[config.mk]
export PLATFORM = sky130hd
export DESIGN_NAME = fir_mac_serial_flat
export DESIGN_NICKNAME = d
export VERILOG_FILES = /design/src/rtl/fir_pkg.sv /design/src/rtl/fir_mac_serial_if.sv /design/src/rtl/fir_coef_bank.sv /design/src/rtl/fir_mac_serial.sv /design/src/flat_wrapper.sv
export SDC_FILE = /design/constraint.sdc
export NUM_CORES = 1
export LEC_CHECK = 0
export BUFFER_PORTS_ARGS = -buffer_cell sky130_fd_sc_hd__buf_4
export CAP_MARGIN = 25
export CORE_UTILIZATION = 45
export DETAILED_ROUTE_END_ITERATION = 16
export SLEW_MARGIN = 30
export SYNTH_ARGS = -nofsm -noshare
export SYNTH_HDL_FRONTEND = slang
export SYNTH_SLANG_ARGS = --single-unit
[constraint.sdc]
create_clock -name clk -period 12.2 [get_ports clk]
set_clock_uncertainty 0.15 [all_clocks]
set_input_delay 2.44 -clock clk [delete_from_list [all_inputs] [get_ports clk]]
set_output_delay 2.44 -clock clk [all_outputs]
set_load 0.02 [all_outputs]
[src/rtl/fir_pkg.sv]
// Shared definitions for the FIR blocks: FSM encoding, width helpers and the
// saturation classifier used when reducing a wide accumulator to output width.
package fir_pkg;

  typedef enum logic [1:0] {
    IDLE = 2'd0,
    MAC  = 2'd1,
    OUT  = 2'd2
  } fir_state_t;

  typedef enum logic [1:0] {
    SAT_NONE = 2'd0,
    SAT_HI   = 2'd1,
    SAT_LO   = 2'd2
  } fir_sat_t;

  function automatic int fir_clog2(input int n);
    int r;
    r = 0;
    while ((1 << r) < n) r++;
    return r;
  endfunction

  // Index ports need at least one bit even for a single-tap filter.
  function automatic int fir_addr_bits(input int num_taps);
    return (fir_clog2(num_taps) < 1) ? 1 : fir_clog2(num_taps);
  endfunction

  function automatic int fir_acc_bits(input int bits_per_elem, input int coef_bits,
                                      input int num_taps);
    return bits_per_elem + coef_bits + fir_clog2(num_taps);
  endfunction

  // Reports whether a value lies above, below or inside the signed out_bits range.
  function automatic fir_sat_t fir_sat_reduce(input logic signed [63:0] v, input int out_bits);
    logic signed [63:0] hi;
    logic signed [63:0] lo;
    hi = (64'sd1 <<< (out_bits - 1)) - 64'sd1;
    lo = -(64'sd1 <<< (out_bits - 1));
    if (v > hi) return SAT_HI;
    if (v < lo) return SAT_LO;
    return SAT_NONE;
  endfunction

endpackage

[src/rtl/fir_mac_serial_if.sv]
// Tap bus, start strobe, coefficient write port and result signals of one
// serial FIR MAC instance.
interface fir_mac_serial_if import fir_pkg::*; #(
  parameter int BITS_PER_ELEM = 8,
  parameter int NUM_TAPS      = 9,
  parameter int COEF_BITS     = 8,
  parameter int OUT_BITS      = 8
);
  localparam int ADDR_BITS = fir_addr_bits(NUM_TAPS);

  logic [NUM_TAPS*BITS_PER_ELEM-1:0] i_taps;
  logic                              i_start_calc;
  logic                              i_coef_we;
  logic [ADDR_BITS-1:0]              i_coef_addr;
  logic signed [COEF_BITS-1:0]       i_coef_data;
  logic signed [OUT_BITS-1:0]        o_value;
  logic                              o_valid;
  logic                              o_busy;
  logic                              o_overrun;

  modport master (
    output i_taps, i_start_calc, i_coef_we, i_coef_addr, i_coef_data,
    input  o_value, o_valid, o_busy, o_overrun
  );

  modport slave (
    input  i_taps, i_start_calc, i_coef_we, i_coef_addr, i_coef_data,
    output o_value, o_valid, o_busy, o_overrun
  );

endinterface

[src/rtl/fir_coef_bank.sv]
// Coefficient register file: gated write with out-of-range addresses dropped,
// combinational read by tap index.
module fir_coef_bank #(
  parameter int NUM_TAPS  = 9,
  parameter int COEF_BITS = 8,
  parameter int ADDR_BITS = 4
) (
  input  logic                        clk,
  input  logic                        rst,
  input  logic                        we,
  input  logic [ADDR_BITS-1:0]        wr_addr,
  input  logic signed [COEF_BITS-1:0] wr_data,
  input  logic [ADDR_BITS-1:0]        rd_idx,
  output logic signed [COEF_BITS-1:0] rd_data
);

  logic signed [COEF_BITS-1:0] coef_reg [NUM_TAPS];
  logic                        wr_ok;

  assign wr_ok   = we && (int'(wr_addr) < NUM_TAPS);
  assign rd_data = coef_reg[rd_idx];

  always_ff @(posedge clk or posedge rst) begin
    if (rst) begin
      for (int i = 0; i < NUM_TAPS; i++) coef_reg[i] <= '0;
    end else if (wr_ok) begin
      coef_reg[wr_addr] <= wr_data;
    end
  end

endmodule

[src/rtl/fir_mac_serial.sv]
// Serial FIR: snapshots the tap vector on start, one signed MAC per clock, then
// emits a scaled result. FIR_MAC_SATURATE_EN selects clamping instead of wrap.
module fir_mac_serial import fir_pkg::*; #(
  parameter int BITS_PER_ELEM = 8,
  parameter int NUM_TAPS      = 9,
  parameter int COEF_BITS     = 8,
  parameter int OUT_BITS      = 8,
  parameter int OUT_SHIFT     = 0
) (
  input logic            clk,
  input logic            rst,
  fir_mac_serial_if.slave bus
);

  localparam int ACC_BITS  = fir_acc_bits(BITS_PER_ELEM, COEF_BITS, NUM_TAPS);
  localparam int PROD_BITS = BITS_PER_ELEM + COEF_BITS;
  localparam int ADDR_BITS = fir_addr_bits(NUM_TAPS);
  localparam logic [ADDR_BITS-1:0] LAST_IDX = ADDR_BITS'(NUM_TAPS - 1);

  fir_state_t                   state_reg;
  logic signed [BITS_PER_ELEM-1:0] tap_in   [NUM_TAPS];
  logic signed [BITS_PER_ELEM-1:0] snap_reg [NUM_TAPS];
  logic signed [ACC_BITS-1:0]   acc_reg;
  logic [ADDR_BITS-1:0]         idx_reg;
  logic signed [OUT_BITS-1:0]   value_reg;
  logic                         valid_reg;
  logic                         busy_reg;
  logic                         overrun_reg;

  logic signed [COEF_BITS-1:0]  coef_rd;
  logic signed [PROD_BITS-1:0]  prod;
  logic signed [ACC_BITS-1:0]   prod_ext;
  logic signed [OUT_BITS-1:0]   scaled_next;
  logic                         start_ok;
  logic                         coef_we_ok;

  genvar gi;
  generate
    for (gi = 0; gi < NUM_TAPS; gi++) begin : g_tap_unpack
      assign tap_in[gi] = bus.i_taps[gi*BITS_PER_ELEM +: BITS_PER_ELEM];
    end
  endgenerate

  assign start_ok   = bus.i_start_calc && (state_reg != MAC);
  assign coef_we_ok = bus.i_coef_we && (state_reg != MAC);

  fir_coef_bank #(
    .NUM_TAPS (NUM_TAPS),
    .COEF_BITS(COEF_BITS),
    .ADDR_BITS(ADDR_BITS)
  ) u_coef_bank (
    .clk    (clk),
    .rst    (rst),
    .we     (coef_we_ok),
    .wr_addr(bus.i_coef_addr),
    .wr_data(bus.i_coef_data),
    .rd_idx (idx_reg),
    .rd_data(coef_rd)
  );

  assign prod     = snap_reg[idx_reg] * coef_rd;
  assign prod_ext = ACC_BITS'(prod);

  always_comb begin
    scaled_next = OUT_BITS'(acc_reg >>> OUT_SHIFT);
`ifdef FIR_MAC_SATURATE_EN
    unique case (fir_sat_reduce(64'(acc_reg >>> OUT_SHIFT), OUT_BITS))
      SAT_HI:  scaled_next = {1'b0, {(OUT_BITS-1){1'b1}}};
      SAT_LO:  scaled_next = {1'b1, {(OUT_BITS-1){1'b0}}};
      default: ;
    endcase
`endif
  end

  always_ff @(posedge clk or posedge rst) begin
    if (rst) begin
      for (int i = 0; i < NUM_TAPS; i++) snap_reg[i] <= '0;
    end else if (start_ok) begin
      for (int i = 0; i < NUM_TAPS; i++) snap_reg[i] <= tap_in[i];
    end
  end

  always_ff @(posedge clk or posedge rst) begin
    if (rst) begin
      state_reg   <= IDLE;
      acc_reg     <= '0;
      idx_reg     <= '0;
      value_reg   <= '0;
      valid_reg   <= 1'b0;
      busy_reg    <= 1'b0;
      overrun_reg <= 1'b0;
    end else begin
      valid_reg <= 1'b0;
      unique case (state_reg)
        IDLE: begin
          if (start_ok) begin
            acc_reg   <= '0;
            idx_reg   <= '0;
            busy_reg  <= 1'b1;
            state_reg <= MAC;
          end
        end
        MAC: begin
          acc_reg <= acc_reg + prod_ext;
          if (bus.i_start_calc) overrun_reg <= 1'b1;
          if (idx_reg == LAST_IDX) begin
            busy_reg  <= 1'b0;
            state_reg <= OUT;
          end else begin
            idx_reg <= idx_reg + 1'b1;
          end
        end
        OUT: begin
          value_reg <= scaled_next;
          valid_reg <= 1'b1;
          // A start here overlaps the result cycle for back-to-back throughput.
          if (start_ok) begin
            acc_reg   <= '0;
            idx_reg   <= '0;
            busy_reg  <= 1'b1;
            state_reg <= MAC;
          end else begin
            state_reg <= IDLE;
          end
        end
        default: begin
          busy_reg  <= 1'b0;
          state_reg <= IDLE;
        end
      endcase
    end
  end

  assign bus.o_value   = value_reg;
  assign bus.o_valid   = valid_reg;
  assign bus.o_busy    = busy_reg;
  assign bus.o_overrun = overrun_reg;

endmodule

[src/flat_wrapper.sv]
// flat-port wrapper written by rule: the top's interface ports become plain ports
module fir_mac_serial_flat import fir_pkg::*;
#(
  parameter int BITS_PER_ELEM = 8,
  parameter int NUM_TAPS      = 9,
  parameter int COEF_BITS     = 8,
  parameter int OUT_BITS      = 8,
  parameter int OUT_SHIFT     = 0
)
  (clk, rst, bus_i_taps, bus_i_start_calc, bus_i_coef_we, bus_i_coef_addr, bus_i_coef_data, bus_o_value, bus_o_valid, bus_o_busy, bus_o_overrun);
  fir_mac_serial_if #(.BITS_PER_ELEM(BITS_PER_ELEM), .NUM_TAPS(NUM_TAPS), .COEF_BITS(COEF_BITS), .OUT_BITS(OUT_BITS)) bus_i ();
  input logic clk;
  input logic rst;
  input wire logic [$bits(bus_i.i_taps)-1:0] bus_i_taps;
  input wire logic [$bits(bus_i.i_start_calc)-1:0] bus_i_start_calc;
  input wire logic [$bits(bus_i.i_coef_we)-1:0] bus_i_coef_we;
  input wire logic [$bits(bus_i.i_coef_addr)-1:0] bus_i_coef_addr;
  input wire logic [$bits(bus_i.i_coef_data)-1:0] bus_i_coef_data;
  output wire logic [$bits(bus_i.o_value)-1:0] bus_o_value;
  output wire logic [$bits(bus_i.o_valid)-1:0] bus_o_valid;
  output wire logic [$bits(bus_i.o_busy)-1:0] bus_o_busy;
  output wire logic [$bits(bus_i.o_overrun)-1:0] bus_o_overrun;
  assign bus_i.i_taps = bus_i_taps;
  assign bus_i.i_start_calc = bus_i_start_calc;
  assign bus_i.i_coef_we = bus_i_coef_we;
  assign bus_i.i_coef_addr = bus_i_coef_addr;
  assign bus_i.i_coef_data = bus_i_coef_data;
  assign bus_o_value = bus_i.o_value;
  assign bus_o_valid = bus_i.o_valid;
  assign bus_o_busy = bus_i.o_busy;
  assign bus_o_overrun = bus_i.o_overrun;
  fir_mac_serial #(.BITS_PER_ELEM(BITS_PER_ELEM), .NUM_TAPS(NUM_TAPS), .COEF_BITS(COEF_BITS), .OUT_BITS(OUT_BITS), .OUT_SHIFT(OUT_SHIFT)) u_core (.clk(clk), .rst(rst), .bus(bus_i));
endmodule
==> tab_implementation.tex <==
\begin{tabular}{lr}
\hline
Metric & Value \\
\hline
\multicolumn{2}{l}{\textbf{Outcome}} \\
\quad Result of the run & finished clean \\
\multicolumn{2}{l}{\textbf{Detailed routing}} \\
\quad DRC violations left & 0 \\
\quad Vias/cell & between 5 and 6 \\
\quad Remaining number of nets flagged by the antenna check after routing & 0 \\
\quad Via count & just over 5k \\
\quad Routed wire length & 18500 um \\
\quad First DRT Iteration DRCs & 236 \\
\quad Average detailed-routed wire length per instance & approximately 19 um \\
\quad DR pass1 iterations & 4 \\
\multicolumn{2}{l}{\textbf{Final layout}} \\
\quad Layout overhead on the synthesized area & 17.5\% \\
\quad Nets & 848 \\
\quad Non-filler instance count after layout & between 900 and 1k \\
\quad Final antenna diode count & 0 \\
\quad Design Area, Final & between 0.01 and 0.015 mm2 \\
\quad Layout filler cell count & $\sim$1.6k \\
\quad Fraction of final layout cells with drive strength greater than 1 & 45.4\% \\
\multicolumn{2}{l}{\textbf{Place}} \\
\quad Cell area after placement & 0.00955 mm2 \\
\quad Half-perimeter wire length after placement & 13400 um \\
\quad Final Wtd Congestion & between 0.8 and 0.9 \\
\quad Count of input and output buffers & between 90 and 100 \\
\quad Post-placement cell count & 935 \\
\multicolumn{2}{l}{\textbf{Flow run}} \\
\quad Max cap viols & 0 \\
\multicolumn{2}{l}{\textbf{Clock network}} \\
\quad Number of buffers inserted by post-CTS setup repair & 0 \\
\quad Root buffer cell & clkbuf\_16 \\
\quad Sinks on the clock net & approximately 170 \\
\quad Hold\_buf cts & 0 \\
\quad Clock Path Buffers & 2 \\
\quad Total CTS buffers & 17 \\
\quad CTS tree & done \\
\quad Clock slew at the register clock pins of the worst setup and hold paths & about 60 ps \\
\quad H-Tree Level Count & 4 \\
\quad Latest clock arrival within the worst-skew pair & 420 ps \\
\quad Cts repair resizes & 0 \\
\multicolumn{2}{l}{\textbf{Critical path}} \\
\quad Required time worst endpoint & around 12000 ps \\
\quad Peak per-stage delay on the critical path & 880 ps \\
\quad Slowest CP cell & nor4b\_4 \\
\quad Worst path cell trace & buf\_4 > nor4b\_4 > nand2\_1 > o21ai\_1 > nand2\_1 > fa\_1 > inv\_1 > fa\_1 > inv\_1 > fa\_1 > inv\_1 > fa\_1 > ha\_1 > ha\_1 > a21oi\_1 > xnor2\_1 > xnor2\_1 > xnor2\_1 > xnor2\_1 > xnor2\_1 > a22o\_1 \\
\quad Cell seen most often among critical-path stages & xnor2\_1 \\
\quad Category of the worst setup path launch point & register \\
\quad Crit path capture type & register \\
\quad Category of the most critical setup path & reg -> reg \\
\quad Family of cells with the greatest summed delay on the critical path & adder cells \\
\quad Number of buffer and inverter stages on the critical path & 4 \\
\quad Critical path arrival & roughly 6700 ps \\
\quad Crit-path max FO & 25 \\
\multicolumn{2}{l}{\textbf{STA}} \\
\quad Period utilisation layout & between 50\% and 60\% \\
\quad Final period demand of the worst path & between 6000 and 7000 ps \\
\quad Total Negative Setup Slacks & 0 ps \\
\quad Achievable clock frequency & 0.153 GHz \\
\quad Count of final hold-check violations & 0 \\
\quad Finish-stage setup viols & 0 \\
\quad Headroom to the max-slew limit & approximately two fifths \\
\quad Number of slew-limit violations in the final report & 0 \\
\quad Setup repair after global routing missed its margin & false \\
\quad Slew at the pin with the worst max-slew slack & roughly 920 ps \\
\multicolumn{2}{l}{\textbf{Die}} \\
\quad Die Footprint & between 0.015 and 0.02 mm2 \\
\quad Width of the die & around 140 um \\
\quad Standard-cell rows & 50 \\
\quad CORE AREA & $\sim$0.019 mm2 \\
\quad Total I/O pin count & just under 100 \\
\quad Vertical extent of the die & around 140 um \\
\quad Effective utilization at floorplan & $\sim$46\% \\
\multicolumn{2}{l}{\textbf{Synth}} \\
\quad Cell count after synthesis & approximately 620 \\
\quad Synthesized netlist net count & 750 \\
\quad Combined area of all synthesized cells & between 0.008 and 0.009 mm2 \\
\quad Number of synthesized flops with an enable pin & 0 \\
\quad Most used flip-flop cell after synthesis & dfrtp\_1 \\
\quad Synth area leaders & dfrtp\_1, mux2\_2, mux4\_2, fa\_1, ha\_1 \\
\quad Seq/Total Area, Yosys & 48.9\% \\
\quad Count leader, synth & dfrtp\_1 \\
\quad Synth warnings & 0 \\
\quad Yosys reg bits & about 170 \\
\quad Portion of synthesized cell area occupied by the leading cell type & between 40 and 50\% \\
\quad Top cells by instance count after synthesis & dfrtp\_1, mux2\_2, nand2\_1, inv\_1, mux4\_2 \\
\quad Cell type with the largest total area after synthesis & dfrtp\_1 \\
\quad Mean instance size in the synthesized netlist & about 14 um2 \\
\quad Number of distinct library cell variants in the gate-level netlist after synthesis & 44 \\
\quad Post-synthesis async set-or-reset flop share & 100\% \\
\multicolumn{2}{l}{\textbf{Pwr}} \\
\quad Overall power of the completed layout & around 3.3 mW \\
\quad Maximum resistive drop on vdd & between 0.2 and 0.3 mV \\
\quad Static power due to leakage & 4.73 nW \\
\quad Power density over cell area & about 320 mW/mm2 \\
\multicolumn{2}{l}{\textbf{GRT}} \\
\quad Via count of the first global-routing pass & about 5.7k \\
\quad Initial antenna violation count & 0 \\
\quad Maximum number of pins on one net before global-route repair & 110 \\
\quad Global-route wire length before repair & 30900 um \\
\quad GRT Total Usage & between 20 and 25\% \\
\quad Leftover overflow at the end of global routing & 0 \\
\multicolumn{2}{l}{\textbf{Worst hold path}} \\
\quad Hold Crit Class & reg -> reg \\
\hline
\end{tabular}
[per-stage QoR]
step	util [%]	setup slack (ps)	hold slack, ps
after floorplan	-	5030	316
after global routing	54.1	5180	361
final	54.1	5670	326
after CTS	54.1	5590	328
after detailed placement	50.9	5610	314
after global placement	50.9	5760	304
[cell families after synthesis]
logic type | Yosys count | synth area share, %
buffers and inverters | 55 | 3.24
adders and majority gates | 40 | 7.35
muxes | 200 | 29.1
xor gates and xnor gates | 20 | 2.27
AOI/OAI and AO/OA | 37 | 3.58
DFF | 169 | 48.9
and+or+nand+nor | 101 | 5.56
[cells in the final DEF, fill, tap and decap left out, drive strengths merged]
| cell | instances |
|---|---|
| inv | 32 |
| xor2 | 3 |
| nor3b | 1 |
| a22o | 7 |
| xnor2 | 16 |
| o22ai | 8 |
| nand3b | 1 |
| and3 | 1 |
| o21ai | 11 |
| mux2 | 168 |
| o31ai | 6 |
| fa | 18 |
| nor2b | 9 |
| a21o | 2 |
| clkinv | 2 |
| clkinvlp | 4 |
| buf | 103 |
| dfrtp | 169 |
| nand3 | 7 |
| a21oi | 1 |
| mux2i | 8 |
| ha | 22 |
| nor4b | 1 |
| nand2 | 52 |
| mux4 | 24 |
| nor3 | 1 |
| clkbuf | 20 |
| bufinv | 3 |
| o31a | 2 |
| nand2b | 3 |
| and2b | 1 |
| xnor3 | 1 |
| or3 | 1 |
| nor2 | 16 |
| and2 | 7 |
[final cells by class]
cell class                      count  area (um2)  share of cell area [%]
Sequential cell                   169        4230                    41.7
Multi-Input combinational cell    398        4140                    40.8
Timing Repair Buffer              103         773                    7.62
Clock buffer                       20         447                    4.40
Tap cell                          234         293                    2.88
Clock inverter                     10         146                    1.44
Inverter                           31         124                    1.22
[where the power goes]
| part | internal (mW) | switching, mW |
|---|---|---|
| clock network | 0.326 | 0.218 |
| registers | 0.824 | 0.171 |
| logic | 0.928 | 0.821 |
[metal layers]
metal  global-route usage [%]  vias to the layer above  part of all wire [%]
li1                         -                     2393                     -
met1                     28.2                     2702                    47
met2                     33.3                       83                    49
met3                     4.31                       18                   3.3
met4                     5.78                        0                   1.2
met5                        0                        -                     0
[path summary, 6_finish.rpt]
kind | start | end | slack (ps) | cells past startpoint
worst max-delay path | u_core.idx_reg[0]$_DFFE_PP0P_ | u_core.acc_reg[7]$_DFFE_PP0P_ | 5670 | 21
worst min-delay path | u_core.bus.o_overrun$_DFFE_PP0P_ | u_core.bus.o_overrun$_DFFE_PP0P_ | 330 | 1
worst max register to register | u_core.idx_reg[0]$_DFFE_PP0P_ | u_core.acc_reg[7]$_DFFE_PP0P_ | 5670 | 21
worst min register to register | u_core.bus.o_overrun$_DFFE_PP0P_ | u_core.bus.o_overrun$_DFFE_PP0P_ | 330 | 1
max in group asynchronous | rst | u_core.idx_reg[0]$_DFFE_PP0P_ | 8520 | 3
min in group asynchronous | rst | u_core.u_coef_bank.coef_reg[59]$_DFFE_PP0P_ | 1980 | 2
Power figures use the tool's default switching activity.
